File: src/rtl/flow_ctrl_pkg.sv
// Shared types for the v1 instruction sequencer: instruction classes,
// sequencer states and a small classification helper.
package flow_ctrl_pkg;

    typedef enum logic [3:0] {
        OP_NOP   = 4'd0,
        OP_ALU   = 4'd1,
        OP_LOAD  = 4'd2,
        OP_STORE = 4'd3,
        OP_JUMP  = 4'd4,
        OP_HALT  = 4'd5,
        OP_EI    = 4'd6,
        OP_DI    = 4'd7,
        OP_RETI  = 4'd8
    } op_class_t;

    typedef enum logic [2:0] {
        ST_FETCH  = 3'd0,
        ST_DECODE = 3'd1,
        ST_EXEC   = 3'd2,
        ST_MEM    = 3'd3,
        ST_HALTED = 3'd4,
        ST_IRQ    = 3'd5
    } ctrl_state_t;

    // True for instructions that need a data-memory phase.
    function automatic logic is_mem_op(op_class_t op);
        return (op == OP_LOAD) || (op == OP_STORE);
    endfunction

endpackage

File: src/rtl/flow_ctrl_irq_ctx.sv
// Single-level interrupt context: interrupt enable, in-handler status and
// the saved return address. Set wins over clear when both are requested.
module irq_ctx #(
    parameter int A_WIDTH = 8
) (
    input  logic               clk,
    input  logic               rst,
    input  logic               ie_set,
    input  logic               ie_clr,
    input  logic               isr_set,
    input  logic               isr_clr,
    input  logic               epc_capture,
    input  logic [A_WIDTH-1:0] epc_in,
    output logic               ie,
    output logic               in_isr,
    output logic [A_WIDTH-1:0] epc
);

    logic               ie_r;
    logic               in_isr_r;
    logic [A_WIDTH-1:0] epc_r;

    // Interrupt enable flag.
    always_ff @(posedge clk or posedge rst) begin
        if (rst) begin
            ie_r <= 1'b0;
        end else if (ie_set) begin
            ie_r <= 1'b1;
        end else if (ie_clr) begin
            ie_r <= 1'b0;
        end else begin
            ie_r <= ie_r;
        end
    end

    // Handler-active status flag.
    always_ff @(posedge clk or posedge rst) begin
        if (rst) begin
            in_isr_r <= 1'b0;
        end else if (isr_set) begin
            in_isr_r <= 1'b1;
        end else if (isr_clr) begin
            in_isr_r <= 1'b0;
        end else begin
            in_isr_r <= in_isr_r;
        end
    end

    // Return address captured on interrupt entry.
    always_ff @(posedge clk or posedge rst) begin
        if (rst) begin
            epc_r <= {A_WIDTH{1'b0}};
        end else if (epc_capture) begin
            epc_r <= epc_in;
        end else begin
            epc_r <= epc_r;
        end
    end

    assign ie     = ie_r;
    assign in_isr = in_isr_r;
    assign epc    = epc_r;

endmodule

File: src/rtl/flow_ctrl.sv
// Multi-cycle instruction sequencer: decides when the PC advances and where
// forced transfers go, strobes IR load / write-back / data memory, and
// sequences single-level interrupt entry and return.
module flow_ctrl
    import flow_ctrl_pkg::*;
#(
    parameter int                 A_WIDTH    = 8,
    parameter logic [A_WIDTH-1:0] IRQ_VECTOR = 8'hF0
) (
    input  logic               clk,
    input  logic               rst,
    input  op_class_t          op_class,
    input  logic [A_WIDTH-1:0] pc_addr,
    input  logic               mem_ready,
    input  logic               irq,
    output logic               pc_en,
    output logic               pc_force,
    output logic [A_WIDTH-1:0] force_addr,
    output logic               ir_load,
    output logic               mem_req,
    output logic               mem_we,
    output logic               reg_we,
    output logic               halted,
    output logic               in_isr,
    output logic               ie,
    output logic [A_WIDTH-1:0] epc,
    output ctrl_state_t        state
);

    ctrl_state_t        state_r;
    ctrl_state_t        next_state_s;
    ctrl_state_t        boundary_s;
    logic               pc_en_s;
    logic               pc_force_s;
    logic [A_WIDTH-1:0] force_addr_s;
    logic               ir_load_s;
    logic               mem_req_s;
    logic               mem_we_s;
    logic               reg_we_s;
    logic               ie_set_s;
    logic               ie_clr_s;
    logic               isr_set_s;
    logic               isr_clr_s;
    logic               epc_capture_s;
    logic               ie_s;
    logic [A_WIDTH-1:0] epc_s;

    irq_ctx #(.A_WIDTH(A_WIDTH)) u_irq_ctx (
        .clk         (clk),
        .rst         (rst),
        .ie_set      (ie_set_s),
        .ie_clr      (ie_clr_s),
        .isr_set     (isr_set_s),
        .isr_clr     (isr_clr_s),
        .epc_capture (epc_capture_s),
        .epc_in      (pc_addr),
        .ie          (ie_s),
        .in_isr      (in_isr),
        .epc         (epc_s)
    );

    // Sequencer state register.
    always_ff @(posedge clk or posedge rst) begin
        if (rst) begin
            state_r <= ST_FETCH;
        end else begin
            state_r <= next_state_s;
        end
    end

    // Next-state logic; the boundary uses the enable value from before any
    // EI/DI/RETI update this cycle, so one more instruction follows EI/RETI.
    always_comb begin
        boundary_s   = (irq && ie_s) ? ST_IRQ : ST_FETCH;
        next_state_s = ST_FETCH;
        case (state_r)
            ST_FETCH:  next_state_s = ST_DECODE;
            ST_DECODE: next_state_s = ST_EXEC;
            ST_EXEC: begin
                if (is_mem_op(op_class)) begin
                    next_state_s = ST_MEM;
                end else if (op_class == OP_HALT) begin
                    next_state_s = ST_HALTED;
                end else begin
                    next_state_s = boundary_s;
                end
            end
            ST_MEM: begin
                if (mem_ready) begin
                    next_state_s = boundary_s;
                end else begin
                    next_state_s = ST_MEM;
                end
            end
            ST_HALTED: begin
                if (irq && ie_s) begin
                    next_state_s = ST_IRQ;
                end else begin
                    next_state_s = ST_HALTED;
                end
            end
            ST_IRQ:    next_state_s = ST_FETCH;
            default:   next_state_s = ST_FETCH;
        endcase
    end

    // Strobes and interrupt-context controls decoded from state and class.
    always_comb begin
        pc_en_s       = 1'b0;
        pc_force_s    = 1'b0;
        force_addr_s  = {A_WIDTH{1'b0}};
        ir_load_s     = 1'b0;
        mem_req_s     = 1'b0;
        mem_we_s      = 1'b0;
        reg_we_s      = 1'b0;
        ie_set_s      = 1'b0;
        ie_clr_s      = 1'b0;
        isr_set_s     = 1'b0;
        isr_clr_s     = 1'b0;
        epc_capture_s = 1'b0;
        case (state_r)
            ST_FETCH: ir_load_s = 1'b1;
            ST_EXEC: begin
                case (op_class)
                    OP_ALU: begin
                        reg_we_s = 1'b1;
                        pc_en_s  = 1'b1;
                    end
                    OP_LOAD, OP_STORE: pc_en_s = 1'b0;
                    OP_EI: begin
                        pc_en_s  = 1'b1;
                        ie_set_s = 1'b1;
                    end
                    OP_DI: begin
                        pc_en_s  = 1'b1;
                        ie_clr_s = 1'b1;
                    end
                    OP_RETI: begin
                        pc_en_s      = 1'b1;
                        pc_force_s   = 1'b1;
                        force_addr_s = epc_s;
                        ie_set_s     = 1'b1;
                        isr_clr_s    = 1'b1;
                    end
                    default: pc_en_s = 1'b1;
                endcase
            end
            ST_MEM: begin
                mem_req_s = 1'b1;
                mem_we_s  = (op_class == OP_STORE);
                if (mem_ready) begin
                    pc_en_s  = 1'b1;
                    reg_we_s = (op_class == OP_LOAD);
                end else begin
                    pc_en_s  = 1'b0;
                    reg_we_s = 1'b0;
                end
            end
            ST_IRQ: begin
                pc_en_s       = 1'b1;
                pc_force_s    = 1'b1;
                force_addr_s  = IRQ_VECTOR;
                ie_clr_s      = 1'b1;
                isr_set_s     = 1'b1;
                epc_capture_s = 1'b1;
            end
            default: pc_en_s = 1'b0;
        endcase
    end

    // Every strobe is suppressed while reset is asserted.
    assign pc_en      = pc_en_s & ~rst;
    assign pc_force   = pc_force_s & ~rst;
    assign force_addr = rst ? {A_WIDTH{1'b0}} : force_addr_s;
    assign ir_load    = ir_load_s & ~rst;
    assign mem_req    = mem_req_s & ~rst;
    assign mem_we     = mem_we_s & ~rst;
    assign reg_we     = reg_we_s & ~rst;
    assign halted     = (state_r == ST_HALTED) & ~rst;
    assign ie         = ie_s;
    assign epc        = epc_s;
    assign state      = state_r;

endmodule

File: config.mk
export PLATFORM = sky130hd
export DESIGN_NAME = flow_ctrl
export DESIGN_NICKNAME = d
export VERILOG_FILES = /design/src/rtl/flow_ctrl_pkg.sv /design/src/rtl/flow_ctrl_irq_ctx.sv /design/src/rtl/flow_ctrl.sv
export SDC_FILE = /design/constraint.sdc
export NUM_CORES = 1
export LEC_CHECK = 0
export BUFFER_PORTS_ARGS = -buffer_cell sky130_fd_sc_hd__buf_2
export CAP_MARGIN = 20
export CORE_MARGIN = 3
export CORE_UTILIZATION = 30
export CTS_CLUSTER_DIAMETER = 60
export DETAILED_ROUTE_END_ITERATION = 12
export SYNTH_ARGS = -nofsm -noshare
export SYNTH_HDL_FRONTEND = slang
export SYNTH_SLANG_ARGS = --single-unit
File: constraint.sdc
create_clock -name clk -period 1.9 [get_ports clk]
set_clock_uncertainty 0.15 [all_clocks]
set_input_delay 0.285 -clock clk [delete_from_list [all_inputs] [get_ports clk]]
set_output_delay 0.285 -clock clk [all_outputs]
set_load 0.02 [all_outputs]
Word level (Yosys, flattened, before mapping)
Index checks and enable logic that the tools add are counted.
Storage, ports and cells
  bits in registers: 13
  latch bits: 0
  memory bits (writable): 0
  ROM bits: 0
  input port bits: 16
  output and inout bits: 28
  word-level logic and storage cells: 61
  memories kept: 0
Cells by class
  add/sub/neg operators: 0
  multiply operators: 0
  divide/modulo/power cells: 0
  order comparisons: 0
  eq/ne operators: 12
  shift-type cells: 0
  muxes and demuxes: 30
  bitwise operators: 8
  reductions and logical operators: 7
Operators by type and width (count)
  $mux 1: 18
  $mux 8: 2
  $pmux 8 s2: 1
  $pmux 3 s5: 1
  $eq 4x3->1 const B: 3
  $mux 3: 4
  $eq 4x2->1 const B: 2
  $and 1x1->1: 7
  $eq 3x2->1 const B: 2
  $eq 3x3->1 const B: 2
  $pmux 1 s2: 3
  $eq 4x1->1 const B: 1
  $eq 4x4->1 const B: 1
  $reduce_bool 2->1: 2
  $reduce_or 2->1: 2
  $eq 3x1->1 const B: 1
  $logic_not 3->1: 1
  $pmux 1 s3: 1
  $logic_and 1x1->1: 1
  $logic_or 1x1->1: 1
  $not 1->1: 1

Logic depth before layout (Yosys ltp)
  depth after elaboration: 5
  gate-level depth with buffers: 5

Hierarchy
Synthesis repeated with hierarchy kept, for this count alone.
Second synthesis, totals
  cells, all modules: 91
  area total of the unflattened synthesis: 883.3 µm²
By module, submodules not included
  flow_ctrl: instances 1, cells each 67, area an instance 475.5 µm², seq. area each 75.1 µm²
  irq_ctx: instances 1, cells each 24, area an instance 407.9 µm², seq. area each 250.2 µm²

Least setup slack after synthesis
OpenSTA, ideal clock, no wires.
  kind: register -> output
  start: register state_r[1], in the netlist state[1]
  end: output force_addr[3]
  arrival time: 1.722 ns
  data required time: 1.465 ns
  slack: -0.257 ns
  cell stages (with the launch flop): 5
  buffers on the path: 1
  path through: dfrtp_1 buf_4 nor3b_4 nand4b_2 nor3b_1
On the way
  cells in the longest elaborated chain, start to end: 3
Ends and longest elaborated chain
  start: declaration: line flow_ctrl.sv:30  | ctrl_state_t state_r;
  start signal: assignment: line flow_ctrl.sv:67  | state_r <= next_state_s;
  $eq 3x3->1 / $eq 3x2->1 (equally long branches): line flow_ctrl.sv:121  | case (state_r)
  $pmux 8 s2 (*): line flow_ctrl.sv:121
  $mux 8 (*): line flow_ctrl.sv:174  | assign force_addr = rst ? {A_WIDTH{1'b0}} : force_addr_s;
  end: declaration: line flow_ctrl.sv:18  | output logic [A_WIDTH-1:0] force_addr,
Mark *: on every way between the ends. The rest lies on a longest branch, timed or not.

Final worst setup path
  start: register state_r[2], in the netlist state[2]
  end: output reg_we
On the way
  cells in the longest elaborated chain, start to end: 3
Ends and longest elaborated chain
  $eq 3x2->1: line flow_ctrl.sv:121
  $pmux 1 s2 (*): line flow_ctrl.sv:121
  $and 1x1->1 (*): line flow_ctrl.sv:178  | assign reg_we = reg_we_s & ~rst;
  end: declaration: line flow_ctrl.sv:22  | output logic reg_we,
Marks and branches as above.

==> impl_metrics.csv <==
group,metric,value,unit
power,irDropWorstVdd,0.721,mV
placed_design,post-place-cells,169,
flow_run,max_cap_viol_count,0,
timing,tightest_slew,0.358,ns
synth,synth_top_area_cell,"dfrtp_1",
routing,drcViolationCount,0,
synth,yosys-top-cells-area,"dfrtp_1 (40%), mux2_2 (6.9%), nand2_1 (5.6%), o22ai_1 (3.9%), nor2_1 (2.8%)",
die,rows,18,
final_layout,design_area,0.00137,mm²
worst_setup_path,cp-start-kind,"flop",
status,status,"complete, but fails checks",
power,clockPowerShare,9.0,%
worst_setup_path,path_max_fanout,4,
placed_design,dp_hpwl,1730,µm
worst_setup_path,reg2reg_from,"state[0]",
global_route,grt_pass1_vias,924,
worst_hold_path,holdCritPathClass,"primary input to flop",
routing,viasPerCell,5.02,
final_layout,fillers,250,
die,core_area,0.00252,mm²
placed_design,gp_congestion,0.696,
worst_hold_path,hold_end,"u_irq_ctx.epc[0]",
global_route,grt_pass1_wl,4080,µm
routing,routedWlPerCell,13.1,µm
final_layout,area_delta_synth_final,68.5,%
timing,fmax,499,MHz
clock_tree,cts_buffers,3,
routing,drt_first_pass_iters,4,
clock_tree,path_clk_slew,0.07,ns
global_route,grt_max_degree,13,
clock_tree,cts_htree_levels,1,
timing,finalWorstSetupSlack,-0.106,ns
power,leakage,0.660,nW
die,start_util,32.1,%
worst_setup_path,cp.required,1.46,ns
clock_tree,clk_latency,0.27,ns
die,die_h,58.0,µm
synth,yosysUniqueCellTypes,33,
worst_hold_path,hold_depth,3,
routing,detail-route-antenna-nets,0,
timing,rsz0062_at_grt,"yes",
power,p_int,1.01,mW
synth,synth-async-reset-ratio,100,%
synth,ys_warn_count,0,
die,io_pins,44,
routing,num_vias,909,
final_layout,final_nets,168,
final_layout,layout-drive-gt1-share,57.0,%
die,dieArea,0.00336,mm²
clock_tree,cts_tree,"done",
synth,synth-edff-count,0,
final_layout,antenna_cells,0,
synth,syn_inst,90,
routing,drt_iter0_drc,19,
worst_setup_path,setup.worst_path.class,"flop to output pin",
final_layout,finalNonFillerCells,181,
status,violations,"setup timing",
worst_setup_path,endpoint_kind,"output pin",
worst_hold_path,hold_start,"pc_addr[0]",
synth,synth_seq_cells,13,
placed_design,port_buffers,43,
synth,netlist_area,811,µm²
power,p_switching,809,µW
synth,synth_seq_area_share,40.1,%
die,dieWidth,58.0,µm
global_route,grt_usage,15.4,%
clock_tree,clockBufferDepth,2,
timing,period_needed,2.01,ns
timing,relSlewSlack,76.1,%
worst_setup_path,ff2ff_path_depth,6,
synth,synth_ff_type,"dfrtp_1",
global_route,grt.overflow.total,0,
timing,hold_violations,0,
synth,syn_area_per_cell,9.01,µm²
timing,setup_tns,-0.754,ns
timing,final-max-slew-violation-count,0,
synth,yosysMostFrequentCell,"dfrtp_1",
clock_tree,cts_root_buf,"clkbuf_4",
power,seq_power_share,28.8,%
synth,yosys-top-cells-count,"dfrtp_1 (13), nand2_1 (12), nor2_1 (6)",
power,pwr-share-comb,62.2,%
timing,setup_viol,12,
worst_setup_path,r2r_setup_slack,0.12,ns
synth,synthesis.nets,106,
timing,min_period_over_period,106,%
synth,yosysTopAreaCellShare,40.1,%
placed_design,placed_area,0.00113,mm²
routing,wl,2380,µm
worst_setup_path,r2r-end,"u_irq_ctx.ie",
power,p_sw_share,44.4,%
global_route,antenna_found_initial,0,
clock_tree,cts_num_sinks,13,
worst_setup_path,crit_arrival,1.57,ns
power,power_density,1330,mW/mm²
-- state kept, by name, indices dropped and copies added (netlist names) --
register	count
u_irq_ctx.ie	1
u_irq_ctx.in_isr	1
state	3
u_irq_ctx.epc	8
-- worst max-delay path by stage --
| stage | start | to | slack [ns] | cells after the start |
|---|---|---|---|---|
| floorplan | state[1] | pc_force | -0.10 | 4 |
| global placement | op_class[3] | reg_we | 0.06 | 5 |
| detailed placement | op_class[3] | reg_we | 0.02 | 5 |
| CTS | state[2] | reg_we | -0.1 | 4 |
| global route | state[1] | force_addr[4] | -0.20 | 4 |
| finish | state[2] | reg_we | -0.11 | 4 |
-- routing by layer --
| metal | up-vias | wire [µm] | GRT usage [%] | share of wire (%) |
|---|---|---|---|---|
| met5 | - | 0 | 0 | 0 |
| met4 | 0 | 12 | 5.96 | 0.51 |
| met3 | 2 | 161 | 3.12 | 6.8 |
| met2 | 27 | 1170 | 25.3 | 49 |
| met1 | 432 | 1030 | 19.9 | 43 |
| li1 | 448 | - | - | - |
-- power groups by stage --
stage               sequential (mW)  combinational (mW)  clock [mW]
finish                        0.525                1.13       0.164
global route                  0.546                1.24       0.193
CTS                           0.522                1.03       0.173
detailed placement            0.542               0.892           0
global placement              0.534               0.887           0
floorplan                     0.668               0.452           0
-- cell usage in the layout, fill, tap and decap left out, types with 2 or more instances in the layout --
cell type   n
a21o_1      2
a21oi_2     2
a31oi_1     2
and3_4      2
buf_2      30
buf_4      23
buf_6       8
clkbuf_4    3
dfrtp_1    11
dfrtp_2     2
inv_1       5
mux2_2      5
nand2_1    11
nand3_1     2
nand4b_1    2
nor2_1      2
nor2_4      3
nor2b_1     2
nor3b_1     2
o211ai_1    2
o21ai_0     4
o22ai_1     4
-- timing repair --
action / CTS / global route
setup buffers: 6 / 1
endpoints found under the hold margin: 5 / 0
pin swaps: 6 / 7
hold buffers: 1 / 0
gates cloned: 0 / 0
setup endpoints to repair: 12 / 13
resized for setup: 21 / 19
-- through the flow --
stage / power, mW / hold WS (ns) / worst slack, ns / util, %
2_1_floorplan: 1.12 / 0.252 / -0.105 / -
3_3_place_gp: 1.42 / 0.206 / 0.0620 / 44.7
3_5_place_dp: 1.43 / 0.207 / 0.0248 / 44.7
4_1_cts: 1.73 / 0.0582 / -0.0999 / 50.6
5_1_grt: 1.98 / 0.0669 / -0.204 / 54.2
6_report: 1.82 / 0.0694 / -0.106 / 54.2
-- kinds of logic after synthesis --
kind of cell	count (synthesis)	share of synthesized area [%]
compound gates	20	15.6
buf+inv	10	5.56
flops	13	40.1
mux	6	8.18
simple gates	41	30.6
-- worst max-delay path, cell delays in order, from the launching register on --
cell      delay (ns)
dfrtp_2         0.44
nand4b_1        0.22
or3_1           0.35
a21oi_2         0.15
buf_4           0.15
-- cell type report --
cell class / count / area, µm² / share of cell area (%)
multi-input cells: 67 / 533 / 39.0
repair buffers: 62 / 423 / 31.0
flip-flops and latches: 13 / 328 / 24.0
well taps: 30 / 37.5 / 2.75
clock buffers: 4 / 26.3 / 1.92
inverters: 5 / 18.8 / 1.37
(Power assumes the default switching activity.)
